File: src/rtl/ultrasonic_ranger_pkg.sv
// rtl/ultrasonic_ranger_pkg.sv - shared state encoding, default timing and width helpers for the ranger
//
// Purpose : default timing constants derived from a 50 MHz clock, the FSM
//           state encoding, and a helper that sizes the cycle counters.
// Ports   : none (package).
package ultrasonic_ranger_pkg;

    localparam int CLK_HZ = 50_000_000;

    // 10 us trigger, 58.3 us of echo per cm, 25 ms echo window, 60 ms period.
    localparam int DEF_TRIG_CYCLES    = CLK_HZ / 100_000;
    localparam int DEF_CYCLES_PER_CM  = (CLK_HZ / 1_000_000) * 583 / 10;
    localparam int DEF_TIMEOUT_CYCLES = CLK_HZ / 40;
    localparam int DEF_PERIOD_CYCLES  = (CLK_HZ / 1000) * 60;
    localparam int DEF_DIST_W         = 10;

    typedef logic [2:0] state_t;

    localparam state_t ST_IDLE      = 3'd0;
    localparam state_t ST_TRIG      = 3'd1;
    localparam state_t ST_WAIT_RISE = 3'd2;
    localparam state_t ST_MEASURE   = 3'd3;
    localparam state_t ST_HOLDOFF   = 3'd4;

    // Both the period and timeout counters only ever need to hold values
    // below the larger of the two limits.
    function automatic int cnt_width(input int period_cycles, input int timeout_cycles);
        int largest;
        largest = (period_cycles > timeout_cycles) ? period_cycles : timeout_cycles;
        return (largest < 2) ? 1 : $clog2(largest);
    endfunction

    localparam int DEF_CNT_W = cnt_width(DEF_PERIOD_CYCLES, DEF_TIMEOUT_CYCLES);

endpackage

File: src/rtl/ultrasonic_ranger_if.sv
// rtl/ultrasonic_ranger_if.sv - sensor pins and measurement result bundle
//
// Purpose : groups the sensor pins and the measurement result signals.
// Signals : enable      - run continuous measurements while high
//           echo        - raw sensor echo, asynchronous to clk
//           trigger     - sensor trigger pin
//           distance_cm - last valid distance in cm
//           valid       - one-cycle pulse when distance_cm updates
//           timeout     - one-cycle pulse when a measurement is abandoned
//           busy        - ranger is not idle
// Modports: master - the ranger itself; slave - the controlling logic.
interface ultrasonic_ranger_if
    import ultrasonic_ranger_pkg::*;
#(
    parameter int DIST_W = DEF_DIST_W
);
    logic              enable;
    logic              echo;
    logic              trigger;
    logic [DIST_W-1:0] distance_cm;
    logic              valid;
    logic              timeout;
    logic              busy;

    modport master (
        input  enable,
        input  echo,
        output trigger,
        output distance_cm,
        output valid,
        output timeout,
        output busy
    );

    modport slave (
        output enable,
        output echo,
        input  trigger,
        input  distance_cm,
        input  valid,
        input  timeout,
        input  busy
    );
endinterface

File: src/rtl/sync_2ff.sv
// rtl/sync_2ff.sv - generic two-flop synchroniser
//
// Purpose : brings an asynchronous level into the clk domain.
// Ports   : clk   - destination clock
//           rst_n - asynchronous active-low reset, clears both stages
//           d     - asynchronous input
//           q     - synchronised output, two clk cycles behind d
module sync_2ff #(
    parameter int WIDTH = 1
) (
    input  logic             clk,
    input  logic             rst_n,
    input  logic [WIDTH-1:0] d,
    output logic [WIDTH-1:0] q
);
    logic [WIDTH-1:0] meta;

    always_ff @(posedge clk or negedge rst_n) begin
        if (!rst_n) begin
            meta <= '0;
            q    <= '0;
        end else begin
            meta <= d;
            q    <= meta;
        end
    end
endmodule

File: src/rtl/ultrasonic_ranger.sv
// rtl/ultrasonic_ranger.sv - HC-SR04-style trigger/echo ranger with cm conversion
//
// Purpose : fires a fixed trigger pulse, times the returned echo and converts
//           it to whole centimetres by counting clk cycles per cm, repeating
//           every PERIOD_CYCLES while enabled.
// Ports   : clk    - system clock
//           rst_n  - asynchronous active-low reset
//           sensor - ultrasonic_ranger_if.master (enable, echo in;
//                    trigger, distance_cm, valid, timeout, busy out)
module ultrasonic_ranger
    import ultrasonic_ranger_pkg::*;
#(
    parameter int TRIG_CYCLES    = DEF_TRIG_CYCLES,
    parameter int CYCLES_PER_CM  = DEF_CYCLES_PER_CM,
    parameter int TIMEOUT_CYCLES = DEF_TIMEOUT_CYCLES,
    parameter int PERIOD_CYCLES  = DEF_PERIOD_CYCLES,
    parameter int DIST_W         = DEF_DIST_W
) (
    input  logic                clk,
    input  logic                rst_n,
    ultrasonic_ranger_if.master sensor
);
    localparam int CNT_W = cnt_width(PERIOD_CYCLES, TIMEOUT_CYCLES);
    localparam int SUB_W = (CYCLES_PER_CM > 1) ? $clog2(CYCLES_PER_CM) : 1;

    localparam logic [CNT_W-1:0] TRIG_LAST   = CNT_W'(TRIG_CYCLES - 1);
    localparam logic [CNT_W-1:0] TMO_LAST    = CNT_W'(TIMEOUT_CYCLES - 1);
    localparam logic [CNT_W-1:0] PERIOD_LAST = CNT_W'(PERIOD_CYCLES - 1);
    localparam logic [SUB_W-1:0] SUB_LAST    = SUB_W'(CYCLES_PER_CM - 1);
    localparam logic [DIST_W-1:0] CM_MAX     = {DIST_W{1'b1}};

    state_t            state;
    logic [CNT_W-1:0]  period_cnt;
    logic [CNT_W-1:0]  tmo_cnt;
    logic [SUB_W-1:0]  sub_cnt;
    logic [DIST_W-1:0] cm_cnt;
    logic [DIST_W-1:0] dist_q;
    logic              trig_q;
    logic              valid_q;
    logic              tmo_q;

    logic echo_s;
    logic echo_s_d;
    logic rise;
    logic fall;
    logic active;
    logic tmo_hit;

    sync_2ff #(
        .WIDTH (1)
    ) u_echo_sync (
        .clk   (clk),
        .rst_n (rst_n),
        .d     (sensor.echo),
        .q     (echo_s)
    );

    always_ff @(posedge clk or negedge rst_n) begin
        if (!rst_n) begin
            echo_s_d <= 1'b0;
        end else begin
            echo_s_d <= echo_s;
        end
    end

    assign rise = echo_s & ~echo_s_d;
    assign fall = ~echo_s & echo_s_d;

    // States in which dropping enable abandons the measurement outright.
    assign active  = (state == ST_TRIG) || (state == ST_WAIT_RISE) || (state == ST_MEASURE);
    // Last cycle of the echo window; the pulse itself appears one cycle later,
    // exactly TIMEOUT_CYCLES after WAIT_RISE entry.
    assign tmo_hit = (tmo_cnt == TMO_LAST);

    always_ff @(posedge clk or negedge rst_n) begin
        if (!rst_n) begin
            state      <= ST_IDLE;
            period_cnt <= '0;
            tmo_cnt    <= '0;
            sub_cnt    <= '0;
            cm_cnt     <= '0;
            dist_q     <= '0;
            trig_q     <= 1'b0;
            valid_q    <= 1'b0;
            tmo_q      <= 1'b0;
        end else begin
            valid_q    <= 1'b0;
            tmo_q      <= 1'b0;
            period_cnt <= period_cnt + 1'b1;

            if (active && !sensor.enable) begin
                // Abort silently: no valid, no timeout, distance untouched.
                state      <= ST_IDLE;
                trig_q     <= 1'b0;
                period_cnt <= '0;
            end else begin
                case (state)
                    ST_IDLE: begin
                        period_cnt <= '0;
                        if (sensor.enable) begin
                            state  <= ST_TRIG;
                            trig_q <= 1'b1;
                        end
                    end

                    ST_TRIG: begin
                        // The period counter doubles as the trigger width timer,
                        // since it restarts at 0 on every TRIG entry.
                        if (period_cnt == TRIG_LAST) begin
                            state   <= ST_WAIT_RISE;
                            trig_q  <= 1'b0;
                            tmo_cnt <= '0;
                        end
                    end

                    ST_WAIT_RISE: begin
                        tmo_cnt <= tmo_cnt + 1'b1;
                        if (tmo_hit) begin
                            tmo_q <= 1'b1;
                            state <= ST_HOLDOFF;
                        end else if (rise) begin
                            // The rise cycle is the first high cycle of the echo.
                            state   <= ST_MEASURE;
                            sub_cnt <= SUB_W'(1);
                            cm_cnt  <= '0;
                        end
                    end

                    ST_MEASURE: begin
                        tmo_cnt <= tmo_cnt + 1'b1;
                        if (fall) begin
                            dist_q  <= cm_cnt;
                            valid_q <= 1'b1;
                            state   <= ST_HOLDOFF;
                        end else if (tmo_hit) begin
                            tmo_q <= 1'b1;
                            state <= ST_HOLDOFF;
                        end else if (echo_s) begin
                            // Divider-free cm conversion: one cm per CYCLES_PER_CM
                            // high cycles, saturating rather than wrapping.
                            if (sub_cnt == SUB_LAST) begin
                                sub_cnt <= '0;
                                if (cm_cnt != CM_MAX) begin
                                    cm_cnt <= cm_cnt + 1'b1;
                                end
                            end else begin
                                sub_cnt <= sub_cnt + 1'b1;
                            end
                        end
                    end

                    ST_HOLDOFF: begin
                        // >= keeps the FSM from stalling should the echo window
                        // ever be configured longer than the period.
                        if (period_cnt >= PERIOD_LAST) begin
                            period_cnt <= '0;
                            if (sensor.enable) begin
                                state  <= ST_TRIG;
                                trig_q <= 1'b1;
                            end else begin
                                state <= ST_IDLE;
                            end
                        end
                    end

                    default: begin
                        state      <= ST_IDLE;
                        trig_q     <= 1'b0;
                        period_cnt <= '0;
                    end
                endcase
            end
        end
    end

    assign sensor.trigger     = trig_q;
    assign sensor.distance_cm = dist_q;
    assign sensor.valid       = valid_q;
    assign sensor.timeout     = tmo_q;
    assign sensor.busy        = (state != ST_IDLE);

endmodule
File: src/flat_wrapper.sv
// flat-port wrapper written by rule: the top's interface ports become plain ports
module ultrasonic_ranger_flat import ultrasonic_ranger_pkg::*;
#(
    parameter int TRIG_CYCLES    = DEF_TRIG_CYCLES,
    parameter int CYCLES_PER_CM  = DEF_CYCLES_PER_CM,
    parameter int TIMEOUT_CYCLES = DEF_TIMEOUT_CYCLES,
    parameter int PERIOD_CYCLES  = DEF_PERIOD_CYCLES,
    parameter int DIST_W         = DEF_DIST_W
)
  (clk, rst_n, sensor_enable, sensor_echo, sensor_trigger, sensor_distance_cm, sensor_valid, sensor_timeout, sensor_busy);
  ultrasonic_ranger_if #(.DIST_W(DIST_W)) sensor_i ();
  input  logic clk;
  input  logic rst_n;
  input wire logic [$bits(sensor_i.enable)-1:0] sensor_enable;
  input wire logic [$bits(sensor_i.echo)-1:0] sensor_echo;
  output wire logic [$bits(sensor_i.trigger)-1:0] sensor_trigger;
  output wire logic [$bits(sensor_i.distance_cm)-1:0] sensor_distance_cm;
  output wire logic [$bits(sensor_i.valid)-1:0] sensor_valid;
  output wire logic [$bits(sensor_i.timeout)-1:0] sensor_timeout;
  output wire logic [$bits(sensor_i.busy)-1:0] sensor_busy;
  assign sensor_i.enable = sensor_enable;
  assign sensor_i.echo = sensor_echo;
  assign sensor_trigger = sensor_i.trigger;
  assign sensor_distance_cm = sensor_i.distance_cm;
  assign sensor_valid = sensor_i.valid;
  assign sensor_timeout = sensor_i.timeout;
  assign sensor_busy = sensor_i.busy;
  ultrasonic_ranger #(.TRIG_CYCLES(TRIG_CYCLES), .CYCLES_PER_CM(CYCLES_PER_CM), .TIMEOUT_CYCLES(TIMEOUT_CYCLES), .PERIOD_CYCLES(PERIOD_CYCLES), .DIST_W(DIST_W)) u_core (.clk(clk), .rst_n(rst_n), .sensor(sensor_i));
endmodule
File: config.mk
export PLATFORM = sky130hd
export DESIGN_NAME = ultrasonic_ranger_flat
export DESIGN_NICKNAME = d
export VERILOG_FILES = /design/src/rtl/ultrasonic_ranger_pkg.sv /design/src/rtl/ultrasonic_ranger_if.sv /design/src/rtl/sync_2ff.sv /design/src/rtl/ultrasonic_ranger.sv /design/src/flat_wrapper.sv
export SDC_FILE = /design/constraint.sdc
export NUM_CORES = 1
export LEC_CHECK = 0
export CORE_AREA = 5 5 101 103
export CTS_BUF_LIST = sky130_fd_sc_hd__clkbuf_16
export DETAILED_ROUTE_END_ITERATION = 12
export DIE_AREA = 0 0 106 108
export PLACE_DENSITY_LB_ADDON = 0.25
export SLEW_MARGIN = 20
export SYNTH_ARGS = -nofsm -noshare
export SYNTH_HDL_FRONTEND = slang
export SYNTH_HIERARCHICAL = 1
export SYNTH_SLANG_ARGS = --single-unit
export TNS_END_PERCENT = 10
File: constraint.sdc
create_clock -name clk -period 2.3 [get_ports clk]
set_input_delay 0.345 -clock clk [delete_from_list [all_inputs] [get_ports clk]]
set_output_delay 0.345 -clock clk [all_outputs]
set_load 0.05 [all_outputs]
[After elaboration in Yosys (flattened, before gate mapping)]
Index checks and enable logic that the tools add are counted.
Storage, ports and cells
  bits in registers: 85
  input bits: 4
  output and inout port bits: 14
  logic and storage cells: 102
Operators by class
  add/sub/neg operators: 4
  $lt $le $gt $ge: 1
  eq/ne operators: 22
  muxes and demuxes: 42
  bitwise gates (word level): 5
  reductions and logical operators: 16
Operator list (number)
  one-hot mux 22 bit (2 select lines): 2
  two-way mux 12 bit: 6
  two-way mux 10 bit: 7
  two-way mux 22 bit: 3
  adder 22 x 1 -> 22 bit, second input constant: 2
  two-way mux 3 bit: 8
  one-hot mux 12 bit (2 select lines): 1
  equality test 22 x 21 -> 1 bit, second input constant: 1
  equality test 22 x 9 -> 1 bit, second input constant: 1
  >= comparator 22 bit, second input constant: 1
  one-hot mux 10 bit (2 select lines): 1
  one-hot mux 3 bit (5 select lines): 1
  != test 2 bit, second input constant: 7
  adder 12 x 1 -> 12 bit, second input constant: 1
  equality test 12 bit, second input constant: 1
  two-way mux 1 bit: 11
  adder 10 x 1 -> 10 bit, second input constant: 1
  != test 10 bit, second input constant: 1
  AND reduction 3 bit: 3
  AND reduction 9 bit: 1
  != test 4 x 2 -> 1 bit, second input constant: 2
  AND reduction 7 bit: 1
  equality test 3 x 2 -> 1 bit, second input constant: 2
  AND reduction 5 bit: 1
  other kinds (18): 24

[Logic depth before layout (Yosys ltp)]
  depth after elaboration: 7
  gate-level depth with buffers: 9
  gate-level depth less buffers: 8

[Modules after synthesis]
The synthesis kept the hierarchy.
By module, submodules not included
  ultrasonic_ranger: instances 1, cells each 461, area each 4386.7 sq um, sequential area each 2077.0 sq um
  sync_2ff: instances 1, cells each 2, area each 50.0 sq um, sequential area each 50.0 sq um

[Worst setup path before layout]
OpenSTA, ideal clock, no wires.
  path type: reg-to-reg
  start point: register u_core.period_cnt[17]
  end point: register u_core.tmo_cnt[21]
  library setup time: 0.078 ns
  arrival time: 1.946 ns
  required time: 2.222 ns
  setup slack: 0.277 ns
  stages on the path, launching flop included: 7
  buffers on the path: 0
  period minus slack after synthesis: 2.023 ns
  cell sequence: dfrtp_1 -> nor4_2 -> nand4b_2 -> nor4_4 -> o2111ai_2 -> or3_1 -> a21oi_1
Between the ends
  word-level cells in the longest chain between the ends: 3
Ends and longest elaborated chain
  from (decl): RTL line ultrasonic_ranger.sv:33  | logic [CNT_W-1:0] period_cnt;
  from (signal assigned): RTL line ultrasonic_ranger.sv:89  | period_cnt <= period_cnt + 1'b1;
  equality test 22 x 9 -> 1 bit: RTL line ultrasonic_ranger.sv:109  | if (period_cnt == TRIG_LAST) begin
  != test 2 bit (no line)
  AND reduction 3 bit (no line)
  to (signal assigned): RTL line ultrasonic_ranger.sv:117  | tmo_cnt <= tmo_cnt + 1'b1;
  to (signal assigned): RTL line ultrasonic_ranger.sv:130  | tmo_cnt <= tmo_cnt + 1'b1;
  to (decl): RTL line ultrasonic_ranger.sv:34  | logic [CNT_W-1:0] tmo_cnt;
Every way passes these cells.
A chain may end at the register's enable or synchronous reset.

[Worst setup path in the final report]
  start point: register u_core.sub_cnt[0]
  end point: register u_core.cm_cnt[0]
Between the ends
  word-level cells in the longest chain between the ends: 3
Ends and longest elaborated chain
  from (decl): RTL line ultrasonic_ranger.sv:35  | logic [SUB_W-1:0] sub_cnt;
  from (signal assigned): RTL line ultrasonic_ranger.sv:147  | sub_cnt <= sub_cnt + 1'b1;
  equality test 12 bit: RTL line ultrasonic_ranger.sv:141  | if (sub_cnt == SUB_LAST) begin
  != test 2 bit (no line)
  AND reduction 9 bit (no line)
  to (signal assigned): RTL line ultrasonic_ranger.sv:144  | cm_cnt <= cm_cnt + 1'b1;
  to (decl): RTL line ultrasonic_ranger.sv:36  | logic [DIST_W-1:0] cm_cnt;
Every way passes these cells.

==> results by group <==
Run status
  – Status: complete, but fails checks
  – Failing checks: hold timing

Timing
  – Slew Viols, Final: 0
  – Crit share post-route: 0.9218
  – Unrepaired setup endpoints after global routing: no
  – Final WS setup: 0.1799 ns
  – TNS Setup: 0 ns
  – Relative slew margins: 0.6209
  – Peak Freq: 0.4717 GHz
  – Period minus WS final: 2.120 ns
  – Hold Fails Final Rpt: 25
  – Final hold slack: -0.01460 ns
  – Setup-failing EPs final: 0
  – Fin Clk Skew: 0.006016 ns
  – Slew @ Worst Pin: 0.5643 ns

Synthesis
  – Register area share after synthesis: 0.4794
  – Synth cell types: 49
  – Primary FF master, synth: dfrtp_1
  – EDFF count, synth: 0
  – Post-Syn Area: 4437 sq um
  – Syn Inst Count: 463
  – Yosys reg bits: 85
  – Post-synthesis net count: 472
  – Post-synthesis area per instance: 9.583 sq um
  – Syn. warnings: 6
  – Asr flop ratio synth: 1.000

Critical path
  – WS Path Type: flip-flop to flip-flop
  – Buf/Inv on CP: 2
  – Worst Setup End Kind: flip-flop
  – Arrival @ worst endpoint: 2.33 ns
  – CP endpoint: u_core/cm_cnt[0]
  – Critical path required time: 2.51 ns
  – Reg2reg setup slack: 0.18 ns
  – Startpoint Class: flip-flop
  – Cell family with most CP delay: simple AND/OR/NAND/NOR gates
  – Crit path depth: 8
  – Reg-to-Reg End: u_core/cm_cnt[0]
  – Reg2reg start: u_core/sub_cnt[0]
  – Slowest cell on the critical path: dfrtp_1
  – R2r worst-path depth: 8
  – Slowest stage delay, CP: 0.40 ns
  – Critical Path Start: u_core/sub_cnt[0]
  – Crit-path cells: inv_1, ha_1, nor4bb_1, nand4b_1, buf_4, a21oi_2, nand2_1, mux2_2
  – Crit path max fanout: 4

Die
  – IO Count: 18
  – Die Y: 108 um
  – Initial core utilization: 0.4871
  – Core area: 9109 sq um
  – Die width: 106 um
  – Cell row count: 35
  – Area of the die: 11450 sq um

GRT
  – First-pass GRT wire length: 16660 um
  – Vias in the first global route: 3503
  – GRT Total Usage: 0.1776
  – Largest net degree at the start of global routing: 42
  – Initial antenna violation count: 0
  – GRT overflow: 0

CTS
  – CTS tree: done
  – CTS max path bufs: 2
  – Clock buffer count from CTS: 9
  – CTS Sinks: 85
  – Root Buffer: clkbuf_16
  – Max H-tree Level: 3
  – Clock transition at path regs: 0.06 ns
  – Clk Latency, worst-skew pair: 0.33 ns

Drt
  – WL final: 9432 um
  – DRT iter0 DRCs: 270
  – Via/cell ratio: 5.768
  – Antenna viol nets, final: 0
  – Drt wl/cell: 15.41 um
  – DR pass1 iterations: 6
  – Routed vias: 3530
  – # DRC: 0

Power
  – Pwr Total: 0.003198 W
  – Leakage: 2.241 nW
  – Peak supply drop: 0.3169 mV
  – PwrDens: 622.9 nW/um^2

Finish
  – Nets: 505
  – Commonest cells after routing, fill and taps aside: dfrtp_1, nor2_1, nand2_1, xor2_1, o21ai_0
  – Commonest non-fill, non-tap cell in the layout: dfrtp_1
  – Fill cells: 804
  – Share of cells above drive strength 1: 0.1218
  – Area growth, synth to finish: 15.74%
  – Diodes inserted: 0
  – Core Util, Final: 0.5637

Run
  – Max_cap viols: 0

Place
  – PortBufs: 17
  – Pre-CTS setup slack: -0.04989 ns
  – Routability Congestion: 0.8250
  – HPWL after DPL: 6674 um

Worst hold path
  – Hold Path Class: primary input to asynchronous set/reset pin
Yosys cell counts (7+ instances only):
cell       number  area (sq um)
clkbuf_1       12         45.04
nand3_1        26         130.1
o21ai_0        31         155.2
o31ai_1        10         75.07
nand4_1        10         62.56
nor3_1          9         45.04
o2111ai_1       7         61.31
xnor2_1        10         87.58
and4_1          7         61.31
mux2_2         11         123.9
and3_1         22         137.6
dfrtp_1        85          2127
nand2_1        32         120.1
xor2_1         32         280.3
nor2_1         76         285.3
repair_timing:
action / CTS / global route
endpoints found under the setup margin: 1 / 4
hold buffers: 0 / 0
setup buffers: 0 / 0
gates resized for setup: 1 / 2
per-layer routing:
| metal | global-route usage | wire length, um | vias up |
|---|---|---|---|
| li1 | - | - | 1728 |
| met1 | 0.2333 | 4456 | 1726 |
| met5 | 0 | 0 | - |
| met2 | 0.3001 | 4606 | 66 |
| met4 | 0.05458 | 94 | 0 |
| met3 | 0.03343 | 275 | 10 |
kinds of logic (layout without fill, tap and decap cells):
family                   after synthesis  after routing  synth area share
AND/OR/NAND/NOR                      222            222            0.2642
flip-flops                            85             85            0.4794
AO/OA/AOI/OAI                         75             75            0.1105
XOR/XNOR                              42             42           0.08291
buffers and inverters                 23             61           0.02087
multiplexers                          11             11           0.02792
adder cells (fa/ha/maj)                5              5           0.01410
worst min-delay path by stage:
stage                                       start                    to  slack [ns]  depth (start not counted)
after floorplan                             rst_n      u_core/cm_cnt[0]        0.05                          0
after global placement    u_core/u_echo_sync/meta  u_core/u_echo_sync/q        0.35                          0
after detailed placement  u_core/u_echo_sync/meta  u_core/u_echo_sync/q        0.35                          0
after CTS                                   rst_n     u_core/sub_cnt[7]       0.009                          1
after global routing                        rst_n     u_core/sub_cnt[7]        0.03                          1
final                                       rst_n     u_core/sub_cnt[7]       -0.01                          1
sequential cells by signal, indices dropped and copies added (netlist names):
signal	cells
u_core/period_cnt	22
u_core/tmo_cnt	22
u_core/sub_cnt	12
u_core/cm_cnt	10
u_core/sensor.distance_cm	10
u_core/state	3
u_core/echo_s_d	1
u_core/sensor.timeout	1
u_core/sensor.trigger	1
u_core/sensor.valid	1
u_core/u_echo_sync/meta	1
u_core/u_echo_sync/q	1
area by class of cell:
cell class                 count  area (sq um)  area share
clock buffer                   9         225.2     0.04386
inverter                       6         22.52    0.004386
tap                          111         138.9     0.02705
timing repair buffer          39         344.1     0.06701
multi-input combinational    355          2226      0.4335
clock inverter                 7         51.30    0.009990
sequential                    85          2127      0.4142
report_power, final:
| part | total [W] | switching [W] | internal (W) | leakage (nW) |
|---|---|---|---|---|
| clock | 0.00133 | 0.000599 | 0.000735 | 0.133 |
| combinational | 0.000308 | 0.000204 | 0.000104 | 0.948 |
| sequential | 0.00156 | 0.0000328 | 0.00152 | 1.16 |
metrics by stage:
stage | cell area (sq um) | cells
finish | 5135 | 612
floorplan | 4437 | 463
detailed placement | 4851 | 596
global placement | 4851 | 596
global route | 5135 | 612
CTS | 5126 | 612
Note: power is estimated with default switching activity, not from simulation.
